$ cat config.mk
export PLATFORM = sky130hd
export DESIGN_NAME = truth_table_capture
export DESIGN_NICKNAME = d
export VERILOG_FILES = /design/src/rtl/tt_pkg.sv /design/src/rtl/tt_settle_timer.sv /design/src/rtl/truth_table_capture.sv
export SDC_FILE = /design/constraint.sdc
export NUM_CORES = 1
export LEC_CHECK = 0
export BUFFER_PORTS_ARGS = -buffer_cell sky130_fd_sc_hd__buf_2
export CAP_MARGIN = 10
export CELL_PAD_IN_SITES_DETAIL_PLACEMENT = 1
export CELL_PAD_IN_SITES_GLOBAL_PLACEMENT = 1
export CORE_MARGIN = 2
export CORE_UTILIZATION = 42
export CTS_CLUSTER_SIZE = 28
export DETAILED_ROUTE_END_ITERATION = 7
export PLACE_DENSITY_LB_ADDON = 0.1
export SKIP_LAST_GASP = 1
export SLEW_MARGIN = 20
export SYNTH_ARGS = -nofsm -noshare
export SYNTH_HDL_FRONTEND = slang
export SYNTH_HIERARCHICAL = 1
export SYNTH_SLANG_ARGS = --single-unit
$ cat constraint.sdc
create_clock -name clk -period 2.3 [get_ports clk]
set_clock_uncertainty 0.1 [all_clocks]
set_input_delay 0.69 -clock clk [delete_from_list [all_inputs] [get_ports clk]]
set_output_delay 0.69 -clock clk [all_outputs]
set_load 0.01 [all_outputs]
$ cat src/rtl/tt_pkg.sv
// Shared definitions for the truth-table capture sequencer: state encoding and
// table-width derivation.
package tt_pkg;

  localparam logic [1:0] ENC_IDLE   = 2'd0;
  localparam logic [1:0] ENC_SETTLE = 2'd1;
  localparam logic [1:0] ENC_SAMPLE = 2'd2;
  localparam logic [1:0] ENC_DONE   = 2'd3;

  typedef enum logic [1:0] {
    IDLE   = ENC_IDLE,
    SETTLE = ENC_SETTLE,
    SAMPLE = ENC_SAMPLE,
    DONE   = ENC_DONE
  } tt_state_e;

  function automatic int tw_of(input int in_width);
    return 1 << in_width;
  endfunction

endpackage

$ cat src/rtl/tt_settle_timer.sv
// Settle-interval timer: restarts on load, raises expired once the count has
// reached SETTLE_CYCLES-1 and holds it until the next load.
module tt_settle_timer #(
  parameter int SETTLE_CYCLES = 4
) (
  input  logic clk,
  input  logic rst_n,
  input  logic load,
  output logic expired
);

  localparam int CW = (SETTLE_CYCLES > 1) ? $clog2(SETTLE_CYCLES) : 1;
  localparam logic [CW-1:0] LAST = CW'(SETTLE_CYCLES - 1);

  logic [CW-1:0] cnt;
  logic [CW-1:0] cnt_inc;

  assign cnt_inc = cnt + CW'(1);

  // A single-cycle interval is already expired the moment it is loaded.
  always_ff @(posedge clk or negedge rst_n) begin
    if (!rst_n) begin
      cnt     <= '0;
      expired <= 1'b0;
    end else if (load) begin
      cnt     <= '0;
      expired <= (LAST == '0);
    end else if (!expired) begin
      cnt     <= cnt_inc;
      expired <= (cnt_inc == LAST);
    end
  end

endmodule

$ cat src/rtl/truth_table_capture.sv
// Self-test sweep: drives every input code, lets it settle, samples the
// response into a table and scores it against the golden EXPECTED vector.
module truth_table_capture
  import tt_pkg::*;
#(
  parameter int IN_WIDTH      = 4,
  parameter int SETTLE_CYCLES = 4,
  parameter logic [tw_of(IN_WIDTH)-1:0] EXPECTED = '0
) (
  input  logic                        clk,
  input  logic                        rst_n,
  input  logic                        start,
  output logic [IN_WIDTH-1:0]         dut_in,
  input  logic                        dut_out,
  output logic                        busy,
  output logic                        done,
  output logic [tw_of(IN_WIDTH)-1:0]  table_out,
  output logic [IN_WIDTH:0]           mismatch_count,
  output logic                        pass
);

  localparam int TW = tw_of(IN_WIDTH);
  localparam logic [IN_WIDTH-1:0] LAST_CODE = IN_WIDTH'(TW - 1);

  tt_state_e          state;
  tt_state_e          state_nxt;
  logic               load;
  logic               expired;
  logic               last;
  logic               miss;
  logic [IN_WIDTH:0]  mm_nxt;

  assign last   = (dut_in == LAST_CODE);
  assign miss   = dut_out ^ EXPECTED[dut_in];
  assign mm_nxt = mismatch_count + {{IN_WIDTH{1'b0}}, miss};
  assign load   = ((state == IDLE) && start) || (state == SAMPLE);

  tt_settle_timer #(
    .SETTLE_CYCLES(SETTLE_CYCLES)
  ) u_timer (
    .clk    (clk),
    .rst_n  (rst_n),
    .load   (load),
    .expired(expired)
  );

  always_comb begin
    state_nxt = state;
    case (state)
      IDLE:    if (start) state_nxt = SETTLE;
      SETTLE:  if (expired) state_nxt = SAMPLE;
      SAMPLE:  state_nxt = last ? DONE : SETTLE;
      DONE:    state_nxt = IDLE;
      default: state_nxt = IDLE;
    endcase
  end

  // busy/done are decoded from the next state so they stay registered outputs.
  always_ff @(posedge clk or negedge rst_n) begin
    if (!rst_n) begin
      state          <= IDLE;
      dut_in         <= '0;
      busy           <= 1'b0;
      done           <= 1'b0;
      table_out      <= '0;
      mismatch_count <= '0;
      pass           <= 1'b0;
    end else begin
      state <= state_nxt;
      busy  <= (state_nxt == SETTLE) || (state_nxt == SAMPLE);
      done  <= (state_nxt == DONE);
      case (state)
        IDLE: begin
          if (start) begin
            dut_in         <= '0;
            table_out      <= '0;
            mismatch_count <= '0;
            pass           <= 1'b0;
          end
        end
        SAMPLE: begin
          table_out[dut_in] <= dut_out;
          mismatch_count    <= mm_nxt;
          // pass uses the count including this last sample so it is valid with done.
          if (last) pass   <= (mm_nxt == '0);
          else      dut_in <= dut_in + IN_WIDTH'(1);
        end
        DONE:    dut_in <= '0;
        default: ;
      endcase
    end
  end

endmodule

# [Word level (Yosys, flattened, before mapping)]
# Memory sizes are Yosys's and may differ from the RTL's.
# Cells that the tools add are included.
[totals] regBits=33 latchBits=0 ramBits=0 romBits=16 input_bits=4 output_inout_bits=28 memories=1
[op_classes] add_sub_neg=3 multipliers=0 div_mod_pow=0 n_lt_le_gt_ge=2 eq_ne=12 shifts=0 muxes=22 bitwise=1 reduce_logical=11
[memory_table] name="(no name shown)" depth=16 word_bits=1 rd=1 rd_ports_with_merged_regs=0 wr=0 line_no="truth_table_capture.sv:34" text="assign miss = dut_out ^ EXPECTED[dut_in];"
[op_table] op="$pmux 16 s2" count=1
[op_table] op="$bwmux 16" count=1
[op_table] op="$mux 16" count=1
[op_table] op="$pmux 4 s3" count=1
[op_table] op="$eq 2x2->1 const B" count=5
[op_table] op="$mux 2" count=5
[op_table] op="$pmux 5 s2" count=1
[op_table] op="$mux 4" count=2
[op_table] op="$ne 2x2->1 const B" count=4
[op_table] op="$pmux 2 s4" count=1
[op_table] op="$mux 1" count=6
[op_table] op="$reduce_and 3->1" count=2
[op_table] op="$add 5x1->5" count=1
[op_table] op="$logic_not 5->1" count=1
[op_table] op="$lt 4x5->1 const B" count=1
[op_table] op="$mux 5" count=1
[op_table] op="$add 4x1->4 const B" count=1
[op_table] op="$demux 1 s4" count=1
[op_table] op="$eq 2x1->1 const B" count=2
[op_table] op="$eq 4x4->1 const B" count=1
[op_table] op="$ge 4x1->1 const B" count=1
[op_table] op="$reduce_bool 3->1" count=1
[op_table] op="$add 2x1->2 const B" count=1
[op_table] op="$logic_and 1x1->1" count=2
[op_table] op="other kinds (6)" count=7

# [Longest topological paths before layout]
# Gate-level depths: netlist (run 1).
[logic_depth] ltp_word=7 mapped_depth=5 mapped_depth_nobuf=5

# [Modules after synthesis]
# The synthesis (run 1) kept the hierarchy.
[modules_own_cells] module="truth_table_capture" instances=1 cells_each=144 area_per_inst_um2=1551.5
[modules_own_cells] module="tt_settle_timer" instances=1 cells_each=12 area_per_inst_um2=130.1

# [Least setup slack after synthesis (run 1)]
# No wires, ideal clock.
[synth_path] kind="input to register" start="input dut_out" end="register pass" arrival_ps=1905 t_required_ps=2108 path_slack_ps=203 path_stages=5 path_cell_list="ha_1 -> ha_1 -> xor2_1 -> or4_1 -> o31ai_2"
[synth_between] elab_chain_len=5
[synth_lines] element="start, declared" line_no="truth_table_capture.sv:14" text="input logic dut_out,"
[synth_lines] element="$xor 1x1->1" line_no="truth_table_capture.sv:34"
[synth_lines] element="$add 5x1->5" line_no="truth_table_capture.sv:35" text="assign mm_nxt = mismatch_count + {{IN_WIDTH{1'b0}}, miss};"
[synth_lines] element="$logic_not 5->1" line_no="truth_table_capture.sv:85" text="if (last) pass <= (mm_nxt == '0);"
[synth_lines] element="$mux 1" line_no="truth_table_capture.sv:85"
[synth_lines] element="$pmux 1 s2" line_no="truth_table_capture.sv:72" text="case (state)"
[synth_lines] element="end signal, assigned" line_no="truth_table_capture.sv:85"
[synth_lines] element="end, declared" line_no="truth_table_capture.sv:19" text="output logic pass"
# No other way between the ends. The select of a mux whose other input is x is not followed.
# A chain may end at the register's enable or synchronous reset.

# [Worst setup path in the final report (run 1)]
# Same ends and word-level chain as after synthesis.

==> impl_metrics.yaml, run 1 <==
route:
  dr.first_iter.drc_count: 72
  wl_per_cell_um: 16.69
  viasPerCell: 5.948
  num_vias: 1380
  drc_errors: 0
  drtAntennaViolNets: 0
  drt-pass1-iter-count: 4
  wl_um: 3873
clock_network:
  postCtsResizedCells: 0
  cts.sinks: 33
  tritoncts: "yes"
  h-tree-depth: 2
  cts_hold_buf: 0
  post_cts_buffers: 0
  cts-root-buf: "clkbuf_8"
  clkTransAtPathRegs_ns: 0.07
  cts_inserted_buffers: 5
  cts_buffer_depth: 2
  clk_latency_ns: 0.29
timing:
  tns_ns: 0
  setup_slack_ns: 0.3260
  final_max_slew_viol_count: 0
  setup_viol: 0
  worstMarginPinSlew_ns: 0.7421
  relSlewSlack_pct: 50.53
  final_hold_viol_count: 0
  grt_setup_unrepaired: "false"
  finalCriticalPeriod_ns: 1.974
  timing.fmax_ghz: 0.5066
  min_period_over_period_pct: 85.82
setup_path:
  cp.arrival_ns: 2.07
  path_max_fanout: 3
  setup.worst_path.start_class: "primary input"
  worstSetupPathType: "in -> reg"
  crit_required_ns: 2.40
  cp-end-kind: "flop"
layout:
  drive_gt1_share_pct: 23.37
  antenna_cells: 0
  fin_nets: 195
  syn_to_final_growth_pct: 16.37
floorplan:
  die-width_um: 67.28
  core_sq_um: 3744
  ios: 32
  std_cell_rows: 22
  dieArea_sq_um: 4526
  start_util_pct: 44.92
  die_h_um: 67.28
yosys:
  ys_seq_area_share_pct: 49.11
  synth_cell_types: 39
  synthXorXnorAreaFrac_pct: 3.125
  synth_adder_area_share_pct: 5.952
  synth_compound_area_share_pct: 23.21
  muxShareOfSynthArea_pct: 0.5952
  postSynthAreaPerCell_sq_um: 10.78
  netlist_area_sq_um: 1682
  synth-simple-area-share_pct: 13.32
  yosysWarnings: 6
  ys_seq_elements: 33
  synth_top_family_by_area: "compound AO/OA/AOI/OAI gates"
  synth_nets: 168
  synthCells: 156
run:
  maxCapViolations: 0
power_and_ir_drop:
  power_per_cell_area_nw_per_um2: 1035
  p_leak_nw: 0.9337
  ir_worst_vdd_mv: 0.6979
grt:
  grt_start_max_net_pins: 34
  antenna_found_initial: 0
  grt_usage_pct: 19.52
  grt_pass1_wl_um: 6624
  grt_pass1_vias: 1465
  grt_overflow: 0
place:
  io_buffers: 31
  post-place-ws_ns: 0.01779
  hpwl_um: 2719
  gp_congestion: 0.7888
run_status:
  outcome: "complete, no violations"
hold_path:
  hp-class: "in -> async"
## power by group
| part | switching (mW) | total, mW | internal [mW] |
|---|---|---|---|
| Combinational | 0.324 | 0.584 | 0.260 |
| Sequential | 0.172 | 0.878 | 0.706 |
| Clock | 0.210 | 0.563 | 0.353 |
## area by class of cell
class	count	area (sq um)
clock inverter	1	30.03
inverter	4	15.01
multi-input combinational	107	777.0
tap	48	60.06
timing repair buffer	32	162.7
sequential	33	825.8
fill	435	1787
clock buffer	7	86.33
## cells in the final DEF, fill, tap and decap left out, types with 2 or more instances in the layout
| master | netlist | layout |
|---|---|---|
| a21oi_1 | 2 | 2 |
| a31oi_1 | 2 | 2 |
| buf_2 | 3 | 31 |
| clkbuf_8 | 0 | 6 |
| dfrtp_1 | 33 | 33 |
| ha_1 | 8 | 8 |
| inv_1 | 4 | 4 |
| nand2_1 | 10 | 10 |
| nand2b_1 | 3 | 3 |
| nand3_1 | 6 | 6 |
| nand3b_1 | 4 | 4 |
| nor2_1 | 6 | 6 |
| nor2b_1 | 2 | 2 |
| o211ai_1 | 13 | 13 |
| o21ai_0 | 4 | 4 |
| o22ai_1 | 3 | 3 |
| o311ai_0 | 4 | 4 |
| o31ai_1 | 13 | 13 |
| o41ai_1 | 4 | 4 |
| xnor2_1 | 3 | 3 |
| xor2_1 | 3 | 3 |
## state kept, by name, summed over array words and instances, names as in the netlist
name / count
table_out: 16
mismatch_count: 5
dut_in: 4
state: 2
u_timer/cnt: 2
busy: 1
done: 1
pass: 1
u_timer/expired: 1
## critical path, stage by stage
cell and delay, ns:
buf_2 0.11, ha_1 0.22, ha_1 0.30, or4_1 0.54, o31ai_2 0.22
## Yosys cell counts
master	count	share of area (%)
and2_1	1	0.37
a31oi_1	2	0.74
nand2b_4	1	0.82
nor3b_1	1	0.45
clkbuf_1	7	1.6
a21oi_2	1	0.52
o31ai_1	13	5.8
a311oi_1	1	0.52
and3b_1	1	0.52
o22ai_1	3	1.1
and3_1	1	0.37
a211oi_1	1	0.45
or3b_4	1	0.67
o211ai_1	13	5.8
nand2b_1	3	1.1
o31a_1	1	0.52
nor3_1	1	0.30
xor2_1	3	1.6
o311ai_0	4	2.1
nor2b_1	2	0.74
nor2_1	6	1.3
nand3_1	6	1.8
a41o_1	1	0.60
or2_1	1	0.37
nand3b_1	4	1.8
o21ai_0	4	1.2
o41ai_1	4	2.1
ha_1	8	6.0
a21oi_1	2	0.60
buf_6	2	1.3
o21a_1	1	0.45
nand2_1	10	2.2
inv_1	4	0.89
dfrtp_1	33	49
mux2i_1	1	0.60
or4_1	1	0.45
buf_2	3	0.89
o31ai_2	1	0.74
xnor2_1	3	1.6
## logic make-up (layout without fill, tap and decap cells)
family	after synthesis	after routing
AO/OA/AOI/OAI	52	52
XOR/XNOR	6	6
adder cells (fa/ha/maj)	8	8
buffers and inverters	16	44
flip-flops	33	33
multiplexers	1	1
AND/OR/NAND/NOR	40	40
## final timing paths
kind / start / end / slack [ns] / depth (start not counted)
max: dut_out / pass / 0.33 / 5
min: rst_n / dut_in[2] / 0.36 / 1
max reg2reg: state[1] / table_out[1] / 0.42 / 3
min reg2reg: table_out[13] / table_out[13] / 0.42 / 2
max in group asynchronous: rst_n / state[0] / 1.26 / 1
min in group clk: table_out[13] / table_out[13] / 0.42 / 2
## per-stage QoR
step / power (mW) / util (%) / std cells / hold WS (ns) / cell area [sq um]
global route: 2.182 / 52.27 / 232 / 0.3990 / 1957
finish: 2.025 / 52.27 / 232 / 0.3609 / 1957
detailed placement: 1.490 / 49.16 / 224 / 0.4153 / 1841
floorplan: 1.307 / - / 156 / 0.2944 / 1682
CTS: 2.058 / 52.27 / 232 / 0.3922 / 1957
global placement: 1.439 / 49.16 / 224 / 0.4004 / 1841
## metal layers
metal | share of wire, % | global-route usage (%)
met3 | 4.9 | 6.167
met4 | 1.0 | 5.357
met2 | 50 | 33.79
met1 | 44 | 23.35
met5 | 0 | 0
Power figures use the tool's default switching activity.
==> run 2: changes to the inputs <==
- CORE_UTILIZATION: 42 -> 44
- CTS_BUF_LIST: default -> sky130_fd_sc_hd__clkbuf_4
- SLEW_MARGIN: 20 -> 25
==> run 2 against run 1 <==
  * Sequential share of layout area increased by 0.66 points
  * Setup slack worse by 0.049 ns
  * Largest power group unchanged
  * Clock power fell by 22%
  * First-iteration DRC count up 8.3%
  * Combinational power barely moved
  * Sequential power up 0.6%
  * Design area is 1.5% lower
  * Global-route usage grew 1.7 points
  * Utilization up 0.36 points
  * Fmax fell by 2.4%
  * Largest cell class unchanged
  * Highest routed layer unchanged
  * Via count decreased by 2.2%
  * Power fell by 5.7%
==> impl_metrics.yaml, run 2 (synthesis results as in run 1) <==
route:
  top_layer: "met4"
  num_vias: 1349
  viasPerCell: 5.790
  drc_errors: 0
  drtAntennaViolNets: 0
  wl_um: 3929
  met1_length_um: 1865
  dr_wl_met2_um: 1831
  dr.first_iter.drc_count: 78
  drt-pass1-iter-count: 4
  met3_length_um: 169
  wl_per_cell_um: 16.86
clock_network:
  post_cts_buffers: 0
  cts_hold_buf: 0
  cts_inserted_buffers: 5
  clk_latency_ns: 0.34
  h-tree-depth: 2
  cts.sinks: 33
  cts-root-buf: "clkbuf_4"
  clkTransAtPathRegs_ns: 0.11
  cts_buffer_depth: 2
  tritoncts: "yes"
  postCtsResizedCells: 0
timing:
  relSlewSlack_pct: 50.33
  holdWs_ns: 0.3007
  final_max_slew_viol_count: 0
  setup_slack_ns: 0.2770
  finalCriticalPeriod_ns: 2.023
  setup_viol: 0
  timing.fmax_ghz: 0.4943
  grt_setup_unrepaired: "false"
  min_period_over_period_pct: 87.96
  tns_ns: 0
  worstMarginPinSlew_ns: 0.7450
  final_hold_viol_count: 0
grt:
  grt_pass1_vias: 1439
  antenna_found_initial: 0
  grt_usage_pct: 21.19
  grt_overflow: 0
  grt_start_max_net_pins: 34
  grt_pass1_wl_um: 6913
layout:
  n_fill_cell: 433
  regMostFlops: "table_out"
  final_common_cell: "dfrtp_1"
  layout_common_cells: "dfrtp_1, buf_2, o211ai_1, o31ai_1, nand2_1"
  antenna_cells: 0
  multi_input_area_sq_um: 777.0
  fin_cells: 233
  reg_top3: "table_out: 16 flops, mismatch_count: 5 flops, dut_in: 4 flops"
  fin_nets: 196
  largest_reg_flops: 16
  regArea_sq_um: 825.8
  drive_gt1_share_pct: 23.78
  final_core_util_pct: 52.63
  syn_to_final_growth_pct: 14.58
floorplan:
  core_sq_um: 3661
  std_cell_rows: 22
  die-width_um: 65.82
  dieArea_sq_um: 4332
  ios: 32
  die_h_um: 65.82
  start_util_pct: 45.93
setup_path:
  reg2reg_from: "state[1]"
  path_max_fanout: 18
  r2r-end: "table_out[0]"
  cp-end-kind: "flop"
  crit_required_ns: 2.38
  cp.arrival_ns: 2.11
  setup.worst_path.start_class: "flop"
  reg2reg_slack_ns: 0.28
  worstSetupPathType: "reg -> reg"
  r2r_cells: 3
power_and_ir_drop:
  p_leak_nw: 0.9240
  power_per_cell_area_nw_per_um2: 990.7
  ir_worst_vdd_mv: 0.5390
hold_path:
  hp-class: "in -> async"
run_status:
  outcome: "complete, no violations"
place:
  hpwl_um: 2645
  io_buffers: 31
  dp_cells: 225
  post-place-ws_ns: 0.008181
  gp_congestion: 0.8348
run:
  maxCapViolations: 0
[run 2: cell type report]
| type | instances | share of cell area [%] |
|---|---|---|
| Inverter | 4 | 0.7792 |
| Clock inverter | 2 | 1.753 |
| Multi-Input combinational cell | 107 | 40.32 |
| Sequential cell | 33 | 42.86 |
| Clock buffer | 6 | 2.338 |
| Tap cell | 48 | 3.117 |
| Timing Repair Buffer | 33 | 8.831 |
[run 2: how the worst max path moves through the flow]
stage                         start      endpoint  slack [ns]
after floorplan             dut_out          pass        0.20
after global placement      dut_out          pass        0.07
after detailed placement    dut_out          pass       0.008
after CTS                 dut_in[3]     dut_in[3]        0.30
after global routing       state[1]  table_out[0]        0.06
final                      state[1]  table_out[0]        0.28
[run 2: stage by stage]
stage / power [mW] / area, sq um
after floorplan: 1.307 / 1682
after global placement: 1.442 / 1848
after detailed placement: 1.486 / 1848
after CTS: 1.931 / 1927
after global routing: 2.062 / 1927
final: 1.909 / 1927
[run 2: critical path: stages (launching register included)]
cell	delay, ns
dfrtp_1	0.74
nand3b_1	0.39
o311ai_0	0.47
o41ai_1	0.17
[run 2: power by group]
part / switching (mW) / internal (mW)
clock: 0.201 / 0.238
combinational: 0.327 / 0.260
sequential: 0.178 / 0.705
[run 2: per-layer routing]
layer	global-route usage, %	vias up
met5	0	-
li1	-	650
met3	5.963	7
met4	8.594	0
met2	33.46	25
met1	27.34	667
==> run 3: changes to the inputs <==
- CELL_PAD_IN_SITES_DETAIL_PLACEMENT: 1 -> 0
- CELL_PAD_IN_SITES_GLOBAL_PLACEMENT: 1 -> 2
- CORE_UTILIZATION: 44 -> 36
==> run 3 against run 2 <==
  * Global-route usage fell by 5.8 points
  * Sequential share of layout area increased by 0.59 points
  * Critical path depth is 2 lower
  * Setup slack got worse by 0.0026 ns
  * Clock power down 26%
  * Routed wire length fell by 6.7%
  * Hold slack gained 0.022 ns
  * Critical path type is now reg -> out
  * Via count shrank 1.6%
  * Largest power group unchanged
  * Combinational power down 2%
==> impl_metrics.yaml, run 3 (synthesis results as in run 1) <==
power_and_ir_drop:
  p_leak_nw: 0.9106
  p_total_mw: 1.775
  ir_worst_vdd_mv: 0.6309
  power_per_cell_area_nw_per_um2: 933.8
floorplan:
  dieArea_sq_um: 5234
  start_util_pct: 38.10
  die_h_um: 72.35
  std_cell_rows: 24
  die-width_um: 72.35
  core_sq_um: 4414
  ios: 32
layout:
  reg_top3: "table_out: 16 flops, mismatch_count: 5 flops, dut_in: 4 flops"
  syn_to_final_growth_pct: 13.02
  regArea_sq_um: 825.8
  drive_gt1_share_pct: 23.91
  regMostFlops: "table_out"
  multi_input_area_sq_um: 777.0
  fin_nets: 195
  final_common_cell: "dfrtp_1"
  largest_reg_flops: 16
  n_fill_cell: 453
  layout_common_cells: "dfrtp_1, buf_2, o211ai_1, o31ai_1, nand2_1"
  antenna_cells: 0
route:
  drtAntennaViolNets: 0
  drt-pass1-iter-count: 4
  drc_errors: 0
  dr.first_iter.drc_count: 45
  viasPerCell: 5.623
  num_vias: 1327
  wl_um: 3665
  wl_per_cell_um: 15.53
setup_path:
  r2r_cells: 3
  crit_required_ns: 1.51
  reg2reg_from: "state[1]"
  cp.arrival_ns: 1.24
  max_stage_delay_ns: 0.68
  path_max_fanout: 18
  cp-end-kind: "output port"
  setup.worst_path.start_class: "flop"
  critPathLaunch: "dut_in[2]"
  worstSetupPathType: "reg -> out"
  cp.depth: 1
  cp_top_family: "flip-flops"
  crit_buf_inv: 1
  crit_end: "dut_in[2]"
  r2r-end: "table_out[1]"
  cp_slowest_cell: "dfrtp_1"
  reg2reg_slack_ns: 0.41
  crit_chain: "buf_2"
timing:
  final_max_slew_viol_count: 0
  grt_setup_unrepaired: "false"
  timing.fmax_ghz: 0.4937
  tns_ns: 0
  finalCriticalPeriod_ns: 2.026
  min_period_over_period_pct: 88.07
  final_hold_viol_count: 0
  relSlewSlack_pct: 50.09
  worstMarginPinSlew_ns: 0.7487
  setup_viol: 0
clock_network:
  tritoncts: "yes"
  cts_inserted_buffers: 5
  cts_buffer_depth: 2
  clkTransAtPathRegs_ns: 0.09
  post_cts_buffers: 0
  postCtsResizedCells: 0
  cts_hold_buf: 0
  cts-root-buf: "clkbuf_4"
  clk_latency_ns: 0.33
  cts.sinks: 33
  h-tree-depth: 2
place:
  hpwl_um: 2467
  gp_congestion: 0.7334
  io_buffers: 31
grt:
  grt_pass1_vias: 1201
  grt_start_max_net_pins: 34
  grt_pass1_wl_um: 6141
  antenna_found_initial: 0
  grt_overflow: 0
  grt_usage_pct: 15.34
run:
  maxCapViolations: 0
hold_path:
  hp-class: "in -> async"
run_status:
  outcome: "complete, no violations"
==> run 3: changes by cell type in the layout (fill, tap and decap cells not counted) <==
| cell | delta |
|---|---|
| bufinv_16 | -1 |
| clkinv_2 | +2 |
| buf_4 | -1 |
| clkinv_1 | -1 |
==> run 3: final cells by class <==
type | instances | area share, %
repair buffers | 32 | 8.558
well taps | 52 | 3.423
clock inverters | 2 | 0.5267
inverters | 4 | 0.7900
multi-input cells | 107 | 40.88
flip-flops and latches | 33 | 43.45
clock buffers | 6 | 2.370
==> run 3: layer usage <==
layer | GRT usage, % | share of wire [%]
met1 | 21.09 | 47
met2 | 23.75 | 48
met3 | 3.750 | 4.6
met4 | 5.031 | 1.3
met5 | 0 | 0
==> run 3: power breakdown <==
part / internal, mW / switching (mW)
registers: 0.705 / 0.171
logic: 0.260 / 0.314
clock network: 0.128 / 0.197
total: 1.09 / 0.681
==> run 3: how the worst min path moves through the flow <==
stage | to | slack [ns] | depth (start not counted)
after detailed placement | table_out[14] | 0.41 | 2
final | dut_in[3] | 0.32 | 1
after CTS | table_out[8] | 0.34 | 1
after global routing | table_out[8] | 0.36 | 1
after global placement | table_out[15] | 0.41 | 2
after floorplan | busy | 0.29 | 0
==> run 3: stage by stage <==
step / worst slack [ns] / instances / util [%] / hold slack [ns] / area (sq um)
after floorplan: 0.2029 / 156 / - / 0.2944 / 1682
after global placement: 0.06928 / 228 / 41.81 / 0.4067 / 1846
after detailed placement: 0.04020 / 228 / 41.81 / 0.4087 / 1846
after CTS: 0.2681 / 236 / 43.06 / 0.3361 / 1901
after global routing: 0.1899 / 236 / 43.06 / 0.3640 / 1901
final: 0.2744 / 236 / 43.06 / 0.3228 / 1901
